`config.mk`:
```
export PLATFORM = sky130hd
export DESIGN_NAME = seq_detector_prog
export DESIGN_NICKNAME = d
export VERILOG_FILES = /design/src/rtl/seq_detector_prog.sv
export SDC_FILE = /design/constraint.sdc
export NUM_CORES = 1
export LEC_CHECK = 0
export ABC_AREA = 1
export BUFFER_PORTS_ARGS = -buffer_cell sky130_fd_sc_hd__buf_2
export CORE_ASPECT_RATIO = 0.5
export CORE_MARGIN = 1
export CORE_UTILIZATION = 61
export DETAILED_ROUTE_END_ITERATION = 16
export PLACE_DENSITY = 0.92
export SLEW_MARGIN = 20
export SYNTH_ARGS = -nofsm -noshare
export SYNTH_HDL_FRONTEND = slang
export SYNTH_SLANG_ARGS = --single-unit
export TNS_END_PERCENT = 5
```
`constraint.sdc`:
```
create_clock -name clk -period 3.6 [get_ports clk]
set_input_delay 0.18 -clock clk [delete_from_list [all_inputs] [get_ports clk]]
set_output_delay 0.18 -clock clk [all_outputs]
set_load 0.1 [all_outputs]
```
`src/rtl/seq_detector_prog.sv`:
```
// ============================================================================
//  Module   : seq_detector_prog
//  Brief    : Runtime-programmable serial pattern detector (1..MAX_LEN bits)
//             with overlap select, input qualifier, Moore match pulse and
//             saturating match counter.
//  Revision : 1.0 - initial release
// ============================================================================
`default_nettype none

module seq_detector_prog #(
    parameter int MAX_LEN = 8,
    parameter int LEN_W   = 4,
    parameter int CNT_W   = 8
) (
    input  logic               clk,
    input  logic               reset,
    input  logic               cfg_load,
    input  logic [MAX_LEN-1:0] cfg_pattern,
    input  logic [LEN_W-1:0]   cfg_len,
    input  logic               cfg_overlap,
    input  logic               din,
    input  logic               din_valid,
    output logic               match,
    output logic [CNT_W-1:0]   match_count,
    input  logic               clr_count,
    output logic               cfg_err
);

    typedef enum logic [1:0] {
        ST_DISABLED = 2'd0,
        ST_FILL     = 2'd1,
        ST_HUNT     = 2'd2
    } state_t;

    localparam logic [MAX_LEN-1:0] c_DEF_PATTERN = MAX_LEN'(4'b1010);
    localparam logic [LEN_W-1:0]   c_DEF_LEN     = LEN_W'(4);
    localparam logic [LEN_W-1:0]   c_MAX_LEN     = LEN_W'(MAX_LEN);

    state_t             r_state,   w_state_nxt;
    logic [MAX_LEN-1:0] r_pattern, w_pattern_nxt;
    logic [LEN_W-1:0]   r_len,     w_len_nxt;
    logic               r_overlap, w_overlap_nxt;
    logic [MAX_LEN-1:0] r_hist,    w_hist_nxt;
    logic [LEN_W-1:0]   r_fill,    w_fill_nxt;
    logic               r_match,   w_match_nxt;
    logic [CNT_W-1:0]   r_count,   w_count_nxt;
    logic               r_cfg_err, w_cfg_err_nxt;

    logic               w_accept;
    logic [MAX_LEN-1:0] w_hist_shift;
    logic [LEN_W-1:0]   w_fill_inc;
    logic [MAX_LEN-1:0] w_mask;
    logic               w_hit;
    logic [CNT_W-1:0]   w_cnt_inc;
    logic               w_cfg_bad;

    // Datapath: the hit is judged on the post-shift history, so the pulse
    // registers on the same edge that samples the final pattern bit.
    always_comb begin
        w_accept     = din_valid && !cfg_load && (r_state != ST_DISABLED);
        w_hist_shift = {r_hist[MAX_LEN-2:0], din};
        w_fill_inc   = (r_fill < r_len) ? r_fill + LEN_W'(1) : r_fill;
        w_mask       = '0;
        for (int i = 0; i < MAX_LEN; i++) begin
            w_mask[i] = (i < int'(r_len));
        end
        w_hit     = w_accept && (w_fill_inc >= r_len) &&
                    (((w_hist_shift ^ r_pattern) & w_mask) == '0);
        w_cnt_inc = (r_count == '1) ? r_count : r_count + CNT_W'(1);
        w_cfg_bad = (cfg_len == '0) || (cfg_len > c_MAX_LEN);
    end

    always_comb begin
        w_state_nxt   = r_state;
        w_pattern_nxt = r_pattern;
        w_len_nxt     = r_len;
        w_overlap_nxt = r_overlap;
        w_hist_nxt    = r_hist;
        w_fill_nxt    = r_fill;
        w_match_nxt   = 1'b0;
        w_count_nxt   = r_count;
        w_cfg_err_nxt = r_cfg_err;

        if (cfg_load) begin
            w_pattern_nxt = cfg_pattern;
            w_len_nxt     = cfg_len;
            w_overlap_nxt = cfg_overlap;
            w_hist_nxt    = '0;
            w_fill_nxt    = '0;
            w_count_nxt   = '0;
            w_cfg_err_nxt = w_cfg_bad;
            w_state_nxt   = w_cfg_bad ? ST_DISABLED : ST_FILL;
        end else begin
            if (w_accept) begin
                w_hist_nxt  = w_hist_shift;
                w_fill_nxt  = w_fill_inc;
                w_state_nxt = (w_fill_inc == r_len) ? ST_HUNT : ST_FILL;
            end
            if (w_hit) begin
                w_match_nxt = 1'b1;
                w_count_nxt = clr_count ? CNT_W'(1) : w_cnt_inc;
                // Non-overlap restarts from empty so matched bits are not reused.
                if (!r_overlap) begin
                    w_hist_nxt  = '0;
                    w_fill_nxt  = '0;
                    w_state_nxt = ST_FILL;
                end
            end else if (clr_count) begin
                w_count_nxt = '0;
            end
        end
    end

    always_ff @(posedge clk) begin
        if (reset) begin
            r_state   <= ST_FILL;
            r_pattern <= c_DEF_PATTERN;
            r_len     <= c_DEF_LEN;
            r_overlap <= 1'b1;
            r_hist    <= '0;
            r_fill    <= '0;
            r_match   <= 1'b0;
            r_count   <= '0;
            r_cfg_err <= 1'b0;
        end else begin
            r_state   <= w_state_nxt;
            r_pattern <= w_pattern_nxt;
            r_len     <= w_len_nxt;
            r_overlap <= w_overlap_nxt;
            r_hist    <= w_hist_nxt;
            r_fill    <= w_fill_nxt;
            r_match   <= w_match_nxt;
            r_count   <= w_count_nxt;
            r_cfg_err <= w_cfg_err_nxt;
        end
    end

    assign match       = r_match;
    assign match_count = r_count;
    assign cfg_err     = r_cfg_err;

endmodule

`default_nettype wire
```
======== Word-level counts from Yosys, hierarchy flattened ========
Cells that the tools add are included.
Widths: inputs -> output; s select.
word-level totals
  output and inout bits ................... 10
  bits in registers ....................... 37
  logic and storage cells ................. 57
  input port bits ......................... 19
operators by class
  bitwise gates (word level) .............. 2
  equal/unequal tests ..................... 3
  add/sub/neg operators ................... 2
  reductions and logical operators ........ 12
  mux-type cells .......................... 18
  magnitude comparators ................... 11
operators with widths
  kind                 count
  $mux 8               7
  $lt 3x4->1 const A   4
  $mux 4               4
  $mux 2               5
  $add 8x1->8 const B  1
  $and 8x8->8          1
  $eq 8x8->1 const B   1
  $logic_not 8->1      1
  $lt 1x4->1 const A   2
  $lt 2x4->1 const A   2
  $xor 8x8->8          1
  $add 4x1->4 const B  1
  $eq 4x4->1           1
  $ge 4x4->1           1
  $gt 4x4->1 const B   1
  $logic_and 1x1->1    4
  $logic_not 4->1      1
  $lt 4x4->1           1
  $reduce_bool 2->1    2
  $mux 1               2
  $ne 2x2->1 const B   1
  $reduce_and 2->1     1
  $reduce_or 2->1      1
  $logic_not 1->1      1
  $logic_or 1x1->1     1

======== Longest topological paths before layout ========
  depth after elaboration ................. 8
  depth in mapped cells ................... 22
  depth with buffers taken out ............ 22

======== Worst setup path after synthesis ========
Ideal clock, no wire load.
  path type ............................... reg-to-reg
  start point ............................. register r_len[3]
  end point ............................... register r_fill[0]
  period minus slack after synthesis ...... 2.460 ns
  data required time ...................... 3.476 ns
  slack ................................... 1.140 ns
  path buffers ............................ 0
  setup time .............................. 0.124 ns
  cell stages (with the launch flop) ...... 19
  arrival ................................. 2.336 ns
  path through ............................ dfxtp_1 > inv_1 > ha_1 > a21oi_1 > nand2_1 > inv_1 > nand2_1 > nand2_1 > inv_1 > ha_1 > nand2_1 > inv_1 > nand2_1 > nand3_1 > nand2_1 > nor2_4 > nand2_2 > o21ai_4 > nor3_1
on the way
  word-level cells in the longest chain between the ends .. 6
  elaborated cells on any way between the ends .. 18
  classes of those cells .................. order compare: 10; mux: 4; bitwise: 1; reduce/logical: 3
ends and longest elaborated chain
  element                          line  RTL
  from (decl)                      41    logic [LEN_W-1:0] r_len, w_len_nxt;
  from (signal assigned)           118   r_len <= c_DEF_LEN;
  from (signal assigned)           128   r_len <= w_len_nxt;
  $lt 4x4->1                       62    w_fill_inc = (r_fill < r_len) ? r_fill + LEN_W'(1) : r_fill;
  $mux 4                           62
  $ge 4x4->1                       67    w_hit = w_accept && (w_fill_inc >= r_len) &&
  $logic_and 1x1->1 (2 in series)  67
  $mux 4 (*)                       99    if (w_hit) begin
  to (signal assigned)             131   r_fill <= w_fill_nxt;
  to (decl)                        44    logic [LEN_W-1:0] r_fill, w_fill_nxt;
Mark *: on every way between the ends. The rest lies on a longest branch, timed or not.
A chain may end at the register's enable or synchronous reset.

======== Final worst setup path ========
  start point ............................. register r_len[3]
  end point ............................... register r_fill[1]
The elaborated chain is that of the path after synthesis.

==> impl_results.md <==
- Status: finished with violations
- Failing checks: DRC
- Routed vias: 2179
- Worst setup SP type: register
- Post-synth EDFFs: 0
- Relative slew slack: 0.642
- Average via count per standard cell: 5.50
- Width of the die: about 84 um
- Vias in the first global route: about 2000
- Netlist cell types: 24
- GRT Resource Usage Total: 0.301
- Arr. time, crit path: approximately 3100 ps
- Clock Latency Late Sink: between 200 and 300 ps
- Fraction of layout cells with a size suffix above 1: 0.132
- Remaining DRCs: 4
- Post-CTS Setup Inserts: 0
- Core area: ~3100 um^2
- Setup tns final: 0 ps
- Hold wc startpoint: cfg_overlap
- Final core occ: 0.756
- CP Class: reg2reg
- IO buf count: 28
- Cts hold-fix bufs: 0
- CTS Buffer Depth: 2
- RSZ-0062 raised after global routing: false
- Grt ovf: 0
- Final setup fails: 0
- RD Place Congestion: 0.983
- R2r setup slk: between 600 and 700 ps
- Clock Skews: about 7.2 ps
- CTS tree: yes
- Synth async-reset ratio: 0
- Violation count after the first detailed-route iteration: about 130
- Fin. max-slew vios: 0
- Setup crit start: r_len[3]$_SDFFE_PP0P_
- Hold Violations, Final: 0
- Routed WL: ~5000 um
- Synthesized area: roughly 2100 um^2
- Max-cap violations: 0
- FF+latch count, synth: 36
- Final Critical Period: ~2900 ps
- FF-to-FF End: r_fill[1]$_SDFF_PP0_
- Post-Synthesis Cells: between 300 and 400
- # clock sinks: 36
- Seq/Total Area, Yosys: 0.347
- Row count: 14
- Maximum fanout along the worst path: 10
- Die area: roughly 3700 um^2
- Ys flop type: dfxtp_1
- Area growth syn-to-layout: 13.6%
- VDD IR max: roughly 290 uV
- ANT nets after route: 0
- Number of H-tree levels: 2
- Initial antenna violation count: 0
- Worst slack at placement: around 800 ps
- R2R depth: 18
- Die extent in y: about 43 um
- Routed len/inst: approximately 13 um
- Setup ws final: 692 ps
- Fin area: between 2000 and 2500 um^2
- Crit Reg-Reg Startpoint: r_len[3]$_SDFFE_PP0P_
- PD cells: about 420 nW/um^2
- CP endpoint: r_fill[1]$_SDFF_PP0_
- Max Clk Rate: about 0.34 GHz
- Lkg Pwr: between 1 and 1.5 nW
- DR pass1 iterations: 11
- DP Wirelength: ~3600 um
- Tightest Pin Transition: approximately 540 ps
- Syn Nets: 353
- Placed Area: between 2000 and 2500 um^2
- First-pass GRT wire length: approximately 8400 um
- Clk root buf: clkbuf_8
- IO Count: 29
- Diodes inserted: 0
- # nets final: 383
- Total CTS buffers: 5
- Fin crit share: 0.808
- Largest net degree at the start of global routing: 21
- Critical path capture point type: register
- Syn Area/Cell: 6.38 um^2
- Hold Path Stages: 3
- Synth warn: 0
- Post_cts resized: 0
- Clock Pin Slew Worst Setup and Hold Paths: about 80 ps
- Fillers: 250
- Starting Density: 0.665
- Tightest Hold Check Type: in2reg
- CP required: around 3800 ps
==> per-layer routing <==
metal	wire, um	part of all wire	track usage	vias up
met4	117	0.023	0.0949	0
met2	2200	0.44	0.523	96
li1	-	-	-	1095
met1	2270	0.46	0.380	971
met5	0	0	0	-
met3	388	0.078	0.0661	17
==> logic make-up (layout without fill, tap and decap cells) <==
group | Yosys count | in the layout | synth area share
and+or+nand+nor | 171 | 171 | 0.345
AOI/OAI and AO/OA | 53 | 53 | 0.139
buffers and inverters | 51 | 82 | 0.0929
DFF | 36 | 36 | 0.347
adders and majority gates | 9 | 9 | 0.0543
xor gates and xnor gates | 5 | 5 | 0.0211
==> critical path, stage by stage (launching register included) <==
cell	delay, ps
dfxtp_1	380
inv_1	140
ha_1	330
a21oi_1	130
nand2_1	130
inv_1	150
nand2_1	80
nand2_1	60
inv_1	50
ha_1	290
nand2_1	70
inv_1	70
nand2_1	120
nand3_1	130
nand2_1	90
nor2_4	110
nand2_2	90
o21ai_4	300
nor3_1	100
==> area by class of cell <==
| class | count | area (um^2) | share of cell area |
|---|---|---|---|
| Sequential cell | 36 | 721 | 0.306 |
| Clock inverter | 3 | 42.5 | 0.0181 |
| Tap cell | 40 | 50.0 | 0.0212 |
| Multi-Input combinational cell | 238 | 1160 | 0.493 |
| Timing Repair Buffer | 28 | 140 | 0.0595 |
| Clock buffer | 5 | 68.8 | 0.0292 |
| Inverter | 46 | 173 | 0.0733 |
==> per-stage QoR <==
stage	cells	power (mW)	hold WS, ps
finish	396	0.980	103
global route	396	1.02	117
CTS	396	0.973	99.8
detailed placement	388	0.620	401
global placement	388	0.612	391
floorplan	325	0.575	280
==> synth_stat cells (3+ instances only) <==
cell type / number / area share
clkbuf_1: 4 / 0.0072
ha_1: 9 / 0.054
a21oi_1: 24 / 0.058
inv_1: 45 / 0.081
o21ai_0: 20 / 0.048
dfxtp_1: 36 / 0.35
nand2_2: 3 / 0.0090
nor3_1: 8 / 0.019
xor2_1: 4 / 0.017
nor2_1: 46 / 0.083
o22ai_1: 7 / 0.021
nand3_1: 19 / 0.046
nand2_1: 87 / 0.16
==> power by group <==
part	switching [mW]	leakage (nW)	internal, mW	total [mW]
Sequential	0.0147	0.295	0.415	0.430
Combinational	0.128	0.814	0.0620	0.190
Clock	0.155	0.0541	0.205	0.360
==> worst min path at each step <==
stage,endpoint,slack (ps)
after global placement,r_pattern[3]$_SDFFE_PP1P_,390
after floorplan,r_len[2]$_SDFFE_PP1P_,280
after CTS,r_overlap$_SDFFE_PP1P_,100
after global routing,r_pattern[0]$_SDFFE_PP0P_,120
final,r_overlap$_SDFFE_PP1P_,100
after detailed placement,r_overlap$_SDFFE_PP1P_,400
==> placed cells by master, fill, tap and decap left out, drive strengths merged <==
cell type	instances
nor3	9
clkinvlp	1
o21ai	22
nand2	90
inv	46
nand3	20
bufinv	1
nand4	1
xnor2	1
or2	2
dfxtp	36
ha	9
clkinv	1
o22ai	7
a21oi	24
buf	28
clkbuf	5
xor2	4
nor2	49
==> flip-flops by register name, summed over array words and instances, names as in the netlist <==
| signal | cells |
|---|---|
| r_len | 4 |
| r_pattern | 8 |
| cfg_err | 1 |
| r_fill | 4 |
| r_state | 2 |
| match_count | 8 |
| r_overlap | 1 |
| r_hist | 7 |
| match | 1 |
No activity file was read; power rests on OpenSTA's default activity.
